[config.mk]
export PLATFORM = sky130hd
export DESIGN_NAME = hrm_control_unit_gen
export DESIGN_NICKNAME = d
export VERILOG_FILES = /design/src/rtl/hrm_control_unit_gen_pkg.sv /design/src/rtl/hrm_control_unit_gen_wait_timer.sv /design/src/rtl/hrm_control_unit_gen.sv
export SDC_FILE = /design/constraint.sdc
export NUM_CORES = 1
export LEC_CHECK = 0
export CORE_MARGIN = 3
export CORE_UTILIZATION = 52
export CTS_BUF_LIST = sky130_fd_sc_hd__clkbuf_8 sky130_fd_sc_hd__clkbuf_16
export DETAILED_ROUTE_END_ITERATION = 10
export PLACE_DENSITY = 0.9
export SLEW_MARGIN = 20
export SYNTH_ARGS = -nofsm -noshare
export SYNTH_HDL_FRONTEND = slang
export SYNTH_SLANG_ARGS = --single-unit
[constraint.sdc]
create_clock -name clk -period 4.3 [get_ports clk]
set_input_delay 1.29 -clock clk [delete_from_list [all_inputs] [get_ports clk]]
set_output_delay 1.29 -clock clk [all_outputs]
set_load 0.01 [all_outputs]
[src/rtl/hrm_control_unit_gen_pkg.sv]
// HRM control unit: shared opcodes, state codes, strobe bundle.
// Strobe decode is a pure function of state (Moore outputs).
package hrm_control_unit_gen_pkg;

  localparam logic [3:0] OP_INBOX    = 4'h0;
  localparam logic [3:0] OP_OUTBOX   = 4'h1;
  localparam logic [3:0] OP_COPYFROM = 4'h2;
  localparam logic [3:0] OP_COPYTO   = 4'h3;
  localparam logic [3:0] OP_ADD      = 4'h4;
  localparam logic [3:0] OP_SUB      = 4'h5;
  localparam logic [3:0] OP_BUMPP    = 4'h6;
  localparam logic [3:0] OP_BUMPM    = 4'h7;
  localparam logic [3:0] OP_JUMP     = 4'h8;
  localparam logic [3:0] OP_JUMPZ    = 4'h9;
  localparam logic [3:0] OP_JUMPN    = 4'hA;
  localparam logic [3:0] OP_NOP0     = 4'hB;
  localparam logic [3:0] OP_NOP1     = 4'hC;
  localparam logic [3:0] OP_NOP2     = 4'hD;
  localparam logic [3:0] OP_SET      = 4'hE;
  localparam logic [3:0] OP_HALT     = 4'hF;

  localparam logic [1:0] HC_NONE = 2'b00;
  localparam logic [1:0] HC_HALT = 2'b01;
  localparam logic [1:0] HC_ILL  = 2'b10;
  localparam logic [1:0] HC_TMO  = 2'b11;

  localparam logic [1:0] MUX_IN  = 2'b00;
  localparam logic [1:0] MUX_MEM = 2'b01;
  localparam logic [1:0] MUX_IMM = 2'b10;
  localparam logic [1:0] MUX_ALU = 2'b11;

  localparam logic [2:0] ALU_ADD = 3'b000;
  localparam logic [2:0] ALU_SUB = 3'b001;
  localparam logic [2:0] ALU_INC = 3'b010;
  localparam logic [2:0] ALU_DEC = 3'b011;
  localparam logic [2:0] ALU_NEG = 3'b100;

  typedef enum logic [4:0] {
    S_RESET       = 5'b00000,
    S_FETCH_I     = 5'b00001,
    S_LOAD_IR     = 5'b00010,
    S_DECODE      = 5'b00011,
    S_INCPC2      = 5'b00100,
    S_FETCH_O     = 5'b00101,
    S_LOAD_AR     = 5'b00110,
    S_READMEM     = 5'b00111,
    S_READMEM2    = 5'b01000,
    S_LOAD_AR2    = 5'b01001,
    S_INBOX       = 5'b01010,
    S_OUTBOX      = 5'b01011,
    S_COPYFROM    = 5'b01100,
    S_COPYTO      = 5'b01101,
    S_ADD         = 5'b01110,
    S_SUB         = 5'b01111,
    S_BUMPP       = 5'b10000,
    S_BUMPM       = 5'b10001,
    S_JUMP        = 5'b10010,
    S_JUMPZ       = 5'b10011,
    S_JUMPN       = 5'b10100,
    S_INC_PC      = 5'b10101,
    S_WAIT_INBOX  = 5'b10110,
    S_WAIT_OUTBOX = 5'b10111,
    S_WAIT_KEY    = 5'b11000,
    S_HALT        = 5'b11001,
    S_BREAK       = 5'b11011,
    S_SET         = 5'b11100
  } state_t;

  typedef struct packed {
    logic       wIR;
    logic       wR;
    logic       srcA;
    logic       wM;
    logic       wAR;
    logic       wPC;
    logic       rIn;
    logic       wO;
    logic       ijump;
    logic       branch;
    logic       rst;
    logic       halt;
    logic       brk;
    logic [1:0] muxR;
    logic [2:0] aluCtl;
  } strobe_t;

  function automatic strobe_t state_strobes(state_t s);
    strobe_t o;
    o = '0;
    case (s)
      S_RESET:    o.rst = 1'b1;
      S_LOAD_IR:  o.wIR = 1'b1;
      S_INBOX:    begin o.rIn = 1'b1; o.wR = 1'b1; o.muxR = MUX_IN; end
      S_OUTBOX:   o.wO = 1'b1;
      S_COPYFROM: begin o.wR = 1'b1; o.muxR = MUX_MEM; end
      S_ADD:      begin o.wR = 1'b1; o.muxR = MUX_ALU; o.aluCtl = ALU_ADD; end
      S_SUB:      begin o.wR = 1'b1; o.muxR = MUX_ALU; o.aluCtl = ALU_SUB; end
      S_BUMPP:    begin o.wR = 1'b1; o.muxR = MUX_ALU; o.aluCtl = ALU_INC; end
      S_BUMPM:    begin o.wR = 1'b1; o.muxR = MUX_ALU; o.aluCtl = ALU_DEC; end
      S_SET:      begin o.wR = 1'b1; o.muxR = MUX_IMM; end
      S_COPYTO:   o.wM = 1'b1;
      S_INC_PC:   o.wPC = 1'b1;
      S_INCPC2:   o.wPC = 1'b1;
      S_JUMP:     begin o.branch = 1'b1; o.ijump = 1'b1; o.wPC = 1'b1; end
      S_JUMPZ:    begin o.branch = 1'b1; o.wPC = 1'b1; o.aluCtl = ALU_ADD; end
      S_JUMPN:    begin o.branch = 1'b1; o.wPC = 1'b1; o.aluCtl = ALU_NEG; end
      S_LOAD_AR:  o.wAR = 1'b1;
      S_LOAD_AR2: begin o.wAR = 1'b1; o.srcA = 1'b1; end
      S_HALT:     o.halt = 1'b1;
      S_BREAK:    o.brk = 1'b1;
      default:    ;
    endcase
    return o;
  endfunction

endpackage

[src/rtl/hrm_control_unit_gen_wait_timer.sv]
// Wait-state timeout counter: cleared on wait entry, counts while waiting.
// expire flags the last allowed cycle; TIMEOUT=0 never expires.
module hrm_wait_timer #(
  parameter int TIMEOUT = 0
) (
  input  logic clk,
  input  logic i_rst,
  input  logic load,
  input  logic count,
  output logic expire
);
  localparam int TW = (TIMEOUT > 2) ? $clog2(TIMEOUT) : 1;

  logic [TW-1:0] cnt;

  // Clear on entry, then advance once per waiting cycle.
  always_ff @(posedge clk or posedge i_rst) begin
    if (i_rst) cnt <= '0;
    else if (load) cnt <= '0;
    else if (count) cnt <= cnt + TW'(1);
  end

  assign expire = (TIMEOUT != 0) && count
                  && (cnt == TW'(TIMEOUT - 1));

endmodule

[src/rtl/hrm_control_unit_gen.sv]
// HRM CPU control FSM: decode, breakpoint, wait timeout, halt cause.
// Strobes are registered from the next state so they track state_o.
module hrm_control_unit_gen
  import hrm_control_unit_gen_pkg::*;
#(
  parameter int PC_W         = 8,
  parameter int CNT_W        = 16,
  parameter int WAIT_TIMEOUT = 0,
  parameter int EN_EXT       = 1
) (
  input  logic             clk,
  input  logic             i_rst,
  input  logic [7:0]       INSTR,
  input  logic [PC_W-1:0]  PC,
  input  logic             inEmpty,
  input  logic             outFull,
  input  logic             debug,
  input  logic             nxtInstr,
  input  logic             bp_en,
  input  logic [PC_W-1:0]  bp_addr,
  output logic             wIR,
  output logic             wR,
  output logic             srcA,
  output logic             wM,
  output logic             wAR,
  output logic             wPC,
  output logic             rIn,
  output logic             wO,
  output logic             ijump,
  output logic             branch,
  output logic             rst,
  output logic             halt,
  output logic [1:0]       muxR,
  output logic [2:0]       aluCtl,
  output logic             brk,
  output logic [1:0]       halt_cause,
  output logic [CNT_W-1:0] instr_count,
  output logic [4:0]       state_o
);
  state_t     state, nxt;
  logic [1:0] nxt_cause;
  logic       bp_skip;
  strobe_t    sb;
  logic [3:0] op;
  logic       ind;
  logic       ext;
  logic       waiting, wait_load, expire;
  logic       unused_bits;

  assign op          = INSTR[7:4];
  assign ind         = INSTR[3];
  assign unused_bits = ^INSTR[2:0];
  assign ext         = (EN_EXT != 0);

  assign waiting   = (state == S_WAIT_INBOX)
                   | (state == S_WAIT_OUTBOX);
  assign wait_load = (nxt != state)
                   & ((nxt == S_WAIT_INBOX)
                   | (nxt == S_WAIT_OUTBOX));

  hrm_wait_timer #(.TIMEOUT(WAIT_TIMEOUT)) u_timer (
    .clk    (clk),
    .i_rst  (i_rst),
    .load   (wait_load),
    .count  (waiting),
    .expire (expire)
  );

  // Next-state and halt-cause selection.
  always_comb begin
    nxt       = state;
    nxt_cause = HC_NONE;
    case (state)
      S_RESET:   nxt = S_FETCH_I;
      S_FETCH_I: begin
        if (bp_en && PC == bp_addr && !bp_skip) nxt = S_BREAK;
        else if (debug) nxt = S_WAIT_KEY;
        else nxt = S_LOAD_IR;
      end
      S_BREAK, S_WAIT_KEY: if (nxtInstr) nxt = S_LOAD_IR;
      S_LOAD_IR: nxt = S_DECODE;
      S_DECODE: begin
        case (op)
          OP_INBOX:  nxt = inEmpty ? S_WAIT_INBOX : S_INBOX;
          OP_OUTBOX: nxt = outFull ? S_WAIT_OUTBOX : S_OUTBOX;
          OP_HALT: begin
            nxt = S_HALT;
            nxt_cause = HC_HALT;
          end
          OP_NOP0, OP_NOP1, OP_NOP2, OP_SET: begin
            if (!ext) begin
              nxt = S_HALT;
              nxt_cause = HC_ILL;
            end else begin
              nxt = (op == OP_SET) ? S_INCPC2 : S_INC_PC;
            end
          end
          default: nxt = S_INCPC2;
        endcase
      end
      S_INCPC2: nxt = S_FETCH_O;
      S_FETCH_O: begin
        case (op)
          OP_JUMP:  nxt = S_JUMP;
          OP_JUMPZ: nxt = S_JUMPZ;
          OP_JUMPN: nxt = S_JUMPN;
          OP_SET:   nxt = S_SET;
          default:  nxt = S_LOAD_AR;
        endcase
      end
      S_LOAD_AR: begin
        if (op == OP_COPYTO && !ind) nxt = S_COPYTO;
        else if (ind) nxt = S_READMEM2;
        else nxt = S_READMEM;
      end
      S_READMEM2: nxt = S_LOAD_AR2;
      S_LOAD_AR2: nxt = (op == OP_COPYTO) ? S_COPYTO : S_READMEM;
      S_READMEM: begin
        case (op)
          OP_ADD:      nxt = S_ADD;
          OP_SUB:      nxt = S_SUB;
          OP_BUMPP:    nxt = S_BUMPP;
          OP_BUMPM:    nxt = S_BUMPM;
          OP_COPYFROM: nxt = S_COPYFROM;
          default: begin
            nxt = S_HALT;
            nxt_cause = HC_ILL;
          end
        endcase
      end
      S_BUMPP, S_BUMPM: nxt = S_COPYTO;
      S_ADD, S_SUB, S_COPYFROM, S_COPYTO,
      S_INBOX, S_OUTBOX, S_SET: nxt = S_INC_PC;
      S_INC_PC: nxt = S_FETCH_I;
      S_JUMP, S_JUMPZ, S_JUMPN: nxt = S_FETCH_I;
      S_WAIT_INBOX: begin
        if (!inEmpty) nxt = S_INBOX;
        else if (expire) begin
          nxt = S_HALT;
          nxt_cause = HC_TMO;
        end
      end
      S_WAIT_OUTBOX: begin
        if (!outFull) nxt = S_OUTBOX;
        else if (expire) begin
          nxt = S_HALT;
          nxt_cause = HC_TMO;
        end
      end
      S_HALT: nxt = S_HALT;
      default: begin
        nxt = S_HALT;
        nxt_cause = HC_ILL;
      end
    endcase
  end

  // State, registered strobes, cause latch, skip flag, retire count.
  always_ff @(posedge clk or posedge i_rst) begin
    if (i_rst) begin
      state       <= S_RESET;
      sb          <= state_strobes(S_RESET);
      halt_cause  <= HC_NONE;
      instr_count <= '0;
      bp_skip     <= 1'b0;
    end else begin
      state <= nxt;
      sb    <= state_strobes(nxt);
      if (nxt == S_HALT && state != S_HALT) halt_cause <= nxt_cause;
      if (nxt == S_LOAD_IR && state != S_LOAD_IR)
        bp_skip <= (state == S_BREAK);
      if (state inside {S_INC_PC, S_JUMP, S_JUMPZ, S_JUMPN})
        instr_count <= instr_count + CNT_W'(1);
    end
  end

  assign wIR     = sb.wIR;
  assign wR      = sb.wR;
  assign srcA    = sb.srcA;
  assign wM      = sb.wM;
  assign wAR     = sb.wAR;
  assign wPC     = sb.wPC;
  assign rIn     = sb.rIn;
  assign wO      = sb.wO;
  assign ijump   = sb.ijump;
  assign branch  = sb.branch;
  assign rst     = sb.rst;
  assign halt    = sb.halt;
  assign brk     = sb.brk;
  assign muxR    = sb.muxR;
  assign aluCtl  = sb.aluCtl;
  assign state_o = state;

endmodule

-- Word level (Yosys, flattened, before mapping)
Index checks and enable logic that the tools add are counted.
- register bits after elaboration: 42
- input bits: 31
- word-level logic and storage cells: 140
- $add $sub $neg: 1
- equality and inequality tests: 64
- multiplexer cells: 33
- reductions and logical operators: 23
- operator list (kind ; count):
    $eq A5 B5 Y1 const B ; 21
    $eq A5 B4 Y1 const B ; 15
    $pmux W5 S15 ; 1
    $mux W5 ; 8
    $pmux W5 S4 ; 2
    $eq A4 B4 Y1 const B ; 8
    $eq A5 B3 Y1 const B ; 6
    $reduce_or A26 Y1 ; 1
    $pmux W5 S5 ; 1
    $add A16 B1 Y16 const B ; 1
    $eq A4 B3 Y1 const B ; 4
    $eq A5 B2 Y1 const B ; 3
    $reduce_or A5 Y1 ; 3
    $mux W1 ; 14
    $reduce_or A7 Y1 ; 2
    $mux W4 ; 3
    $pmux W2 S3 ; 2
    $pmux W3 S4 ; 1
    $logic_not A5 Y1 ; 2
    $eq A4 B2 Y1 const B ; 2
    $eq A8 B8 Y1 ; 1
    $reduce_or A4 Y1 ; 2
    $reduce_or A2 Y1 ; 3
    $eq A5 B1 Y1 const B ; 1
    9 further kinds ; 14

-- Depth between registers and ports, before layout
- depth in word-level cells: 8
- mapped depth: 11
- depth with buffers taken out: 8

-- Cells and area by module
Synthesis repeated with hierarchy kept, for this count alone.
- cell total of the unflattened synthesis: 302
- area total of the unflattened synthesis: 2793.9 sq um
- by module, submodules not included (module ; times used ; cells an instance ; area each (sq um) ; sequential area each (sq um)):
    hrm_control_unit_gen ; 1 ; 300 ; 2782.7 ; 1052.3
    hrm_wait_timer ; 1 ; 2 ; 11.3 ; 0.0

-- Least setup slack after synthesis
No wires, ideal clock.
- kind: in2reg
- start point: in INSTR[7]
- end point: reg bp_skip
- setup time: 0.128 ns
- data arrival time: 3.066 ns
- setup slack: 1.107 ns
- stages on the path: 9
- path buffers: 2
- cells stage by stage: buf_2 or3_1 or3_1 nand3_1 and4b_1 buf_4 nand3_2 nor4_4 mux2_1
- word-level cells in the longest chain between the ends: 6
- elaborated cells on any way between the ends: 27
- RTL lines (what ; line ; text):
    start: declaration ; hrm_control_unit_gen.sv:13 ; input logic [7:0] INSTR,
    $eq A4 B4 Y1 (tied with other cells) ; hrm_control_unit_gen.sv:83, hrm_control_unit_gen.sv:95, hrm_control_unit_gen.sv:103 ;
    $reduce_or A4 Y1 (tied with other cells) ; hrm_control_unit_gen.sv:83 ; case (op)
    $pmux W5 S4 or $mux W4 (tied branches) ; hrm_control_unit_gen.sv:83, hrm_control_unit_gen.sv:112 ;
    $pmux W5 S15 * ; hrm_control_unit_gen.sv:73 ; case (state)
    $eq A5 B2 Y1 * ; hrm_control_unit_gen.sv:170 ; if (nxt == S_LOAD_IR && state != S_LOAD_IR)
    $logic_and A1 B1 Y1 * ; hrm_control_unit_gen.sv:170 ;
    end signal: assignment ; hrm_control_unit_gen.sv:171 ; bp_skip <= (state == S_BREAK);
    end: declaration ; hrm_control_unit_gen.sv:42 ; logic bp_skip;
Every way passes the cells marked *; elsewhere a longest branch is shown, timed or not.
A chain may end at the register's enable or synchronous reset.

-- Worst setup path in the final report
- start point: in INSTR[6]
- end point: reg bp_skip
The elaborated chain is that of the path after synthesis.

==> flow_metrics.py <==
metrics = {
    "floorplanning": {
        "die_h_microns": 77.1,
        "core_sq_mm": 0.00482,
        "boundaryPins": 72,
        "dieArea_sq_mm": 0.00594,
        "die_width_microns": 77.1,
        "fp-row-count": 25,
        "start_util_pct": 54.6,
    },
    "placement": {
        "place.gp.congestion": 0.943,
        "dp_slack_ps": 317,
        "dp.cells": 398,
        "place_area_sq_mm": 0.00330,
        "dp_hpwl_microns": 5120,
        "io_buffers": 68,
    },
    "timing": {
        "hold_ws_ps": 490,
        "fin_ws_ps": 597,
        "setup_tns_ps": 0,
        "rsz0062_at_grt": "no",
        "slew_violations": 0,
        "period_needed_ps": 3700,
        "max_freq_mhz": 270,
        "period_share_pct": 86.1,
        "slew_headroom_pct": 51.2,
        "skew_ps": 7.47,
        "finalSetupViolCount": 0,
        "worst_pin_slew_ps": 731,
        "hold_viol_final": 0,
    },
    "yosys": {
        "async_flop_share_pct": 100,
        "syn_nets": 306,
        "seq_area_frac_synth_pct": 40.0,
        "synth_edf_count": 0,
        "ys_warn_count": 0,
        "netlist_area_sq_mm": 0.00263,
        "ys_dominant_reg_cell": "dfrtp_1",
        "synth_cells": 274,
        "ys_types": 76,
        "synth-seq-cells": 42,
        "syn_avg_cell_area_sq_um": 9.59,
    },
    "cells_and_area": {
        "stdcell_area_sq_mm": 0.00345,
        "area.growth.synth_to_final_pct": 31.1,
        "diodes": 0,
        "nFillCells": 354,
        "finish.utilization_pct": 71.5,
        "layout-drive-gt1-share_pct": 11.2,
        "post_layout_nonfiller_instances": 406,
        "fin_nets": 370,
    },
    "setup_path": {
        "rrSetupSlack_ps": 1550,
        "critPathLaunchType": "input pin",
        "reg2reg_from": "state_o[2]",
        "r2r_cells": 7,
        "critical_path_class": "input pin to flop",
        "cp.arrival_ps": 3870,
        "crit_path_end_kind": "flop",
        "required_ps": 4470,
        "timing.rr.end": "wM",
        "cp_max_fo": 12,
    },
    "min_path": {
        "min_to": "instr_count[15]",
        "hold_depth": 1,
        "hp-class": "flop to flop",
        "min_from": "instr_count[15]",
    },
    "status": {
        "status": "finished clean",
    },
    "power": {
        "p_int_mw": 0.679,
        "p_total_mw": 0.845,
        "clkPwrFrac_pct": 44.7,
        "combPwrFrac_pct": 8.5,
        "p_switching_mw": 0.166,
        "p_sw_share_pct": 19.6,
        "worst_ir_drop_vdd_mv": 0.220,
        "power_frac_seq_pct": 46.8,
        "leakage_nw": 1.45,
        "power_density_mw_per_mm2": 245,
    },
    "clocking": {
        "cts.clk_slew.worst_paths_ps": 80,
        "max-clock-path-buffers": 2,
        "cts_root_buf": "clkbuf_8",
        "hold_buffers": 0,
        "insertion_delay_ps": 290,
        "ctsResizeCount": 0,
        "postCtsSetupRepairBufs": 0,
        "clock-sinks": 42,
        "numCtsBuffers": 5,
        "htree_num_levels": 2,
        "cts_tree": "done",
    },
    "drt": {
        "drc": 0,
        "vias": 2353,
        "antenna_left": 0,
        "drt_iter0_drc": 170,
        "post_drt_wl_per_cell_microns": 16.8,
        "dr.pass1.iters": 5,
        "avgViaCountPerCell": 5.80,
        "wirelength_microns": 6820,
    },
    "global_route": {
        "grt_max_degree": 23,
        "antenna_found_initial": 0,
        "grtUsageTotal_pct": 24.1,
        "grt_pass1_wl_microns": 11700,
        "gr-total-overflow": 0,
        "grt_pass1_vias": 2353,
    },
    "flow_run": {
        "maxCapViolCount": 0,
    },
}
[cell usage in the layout, fill, tap and decap left out, types with 6 or more instances in the layout]
master and instances:
a21oi_1 8, and2_1 6, clkbuf_8 6, clkdlybuf4s50_1 68, dfrtp_1 41, inv_1 11
nand2_1 24, nand3_1 13, nor2_1 16, nor3_1 12, xnor2_1 12, xor2_1 12
[logic make-up (layout without fill, tap and decap cells)]
group / Yosys count / in the layout / synth area share [%]
adders and majority gates: 2 / 2 / 0.904
AOI/OAI and AO/OA: 53 / 53 / 15.9
muxes: 3 / 3 / 1.24
other: 1 / 1 / 0.143
buffers and inverters: 29 / 94 / 6.71
xor gates and xnor gates: 24 / 24 / 8.00
and+or+nand+nor: 120 / 120 / 27.0
DFF: 42 / 42 / 40.0
[final cells by class]
cell class	instances	area [sq um]	area share, %
well taps	67	83.8	2.43
clock buffers	6	82.6	2.40
flip-flops and latches	42	1050	30.5
clock inverters	2	60.1	1.74
repair buffers	73	718	20.8
inverters	13	48.8	1.42
multi-input cells	203	1400	40.6
[layer usage]
layer	vias to the layer above	GRT usage (%)	part of all wire (%)
li1	1115	-	-
met1	1114	29.7	40
met2	113	43.2	51
met3	11	3.99	7.8
met4	0	6.94	1.4
met5	-	0	0
[cells in the mapped netlist, drive strengths merged, types with 4 or more instances]
cell type / n / share of area, %
and2: 6 / 1.4
xor2: 12 / 4.0
a21oi: 8 / 1.5
dfrtp: 41 / 39
nor4: 5 / 2.0
a31oi: 4 / 0.95
nor2: 16 / 2.3
and3: 4 / 1.1
xnor2: 12 / 4.0
inv: 13 / 1.9
o21ai: 5 / 1.1
nor2b: 5 / 1.2
nand3: 15 / 3.2
or3: 6 / 1.8
nand2b: 5 / 1.5
nor3: 14 / 3.0
nand2: 25 / 3.7
buf: 16 / 4.9
or2: 4 / 0.95
[power by group through the flow]
stage               Clock, mW  Combinational, mW  Sequential, mW
finish                  0.378             0.0717           0.396
global route            0.396             0.0784           0.396
CTS                     0.381             0.0719           0.396
detailed placement          0             0.0711           0.403
global placement            0             0.0694           0.403
floorplan                   0             0.0336           0.404
[flip-flops by register name (all words and copies together), names as in the netlist, 2 cells and up]
signal / count
halt_cause: 2
muxR: 2
instr_count: 16
aluCtl: 3
state_o: 5
[how the worst max path moves through the flow]
| stage | start | end | slack [ps] | cells past startpoint |
|---|---|---|---|---|
| after floorplan | INSTR[7] | bp_skip | 1110 | 9 |
| after global placement | INSTR[6] | bp_skip | 360 | 8 |
| after detailed placement | INSTR[6] | bp_skip | 320 | 8 |
| after CTS | INSTR[6] | bp_skip | 610 | 8 |
| after global routing | INSTR[6] | bp_skip | 410 | 8 |
| final | INSTR[6] | bp_skip | 600 | 8 |
[worst max-delay path, cell delays in order]
cell and delay, ps:
clkdlybuf4s50_1 630, or3_1 420, or3_1 330, nand3_1 90
and4b_1 420, nand3_2 140, nor4_4 200, mux2_1 350
Power figures use the tool's default switching activity.
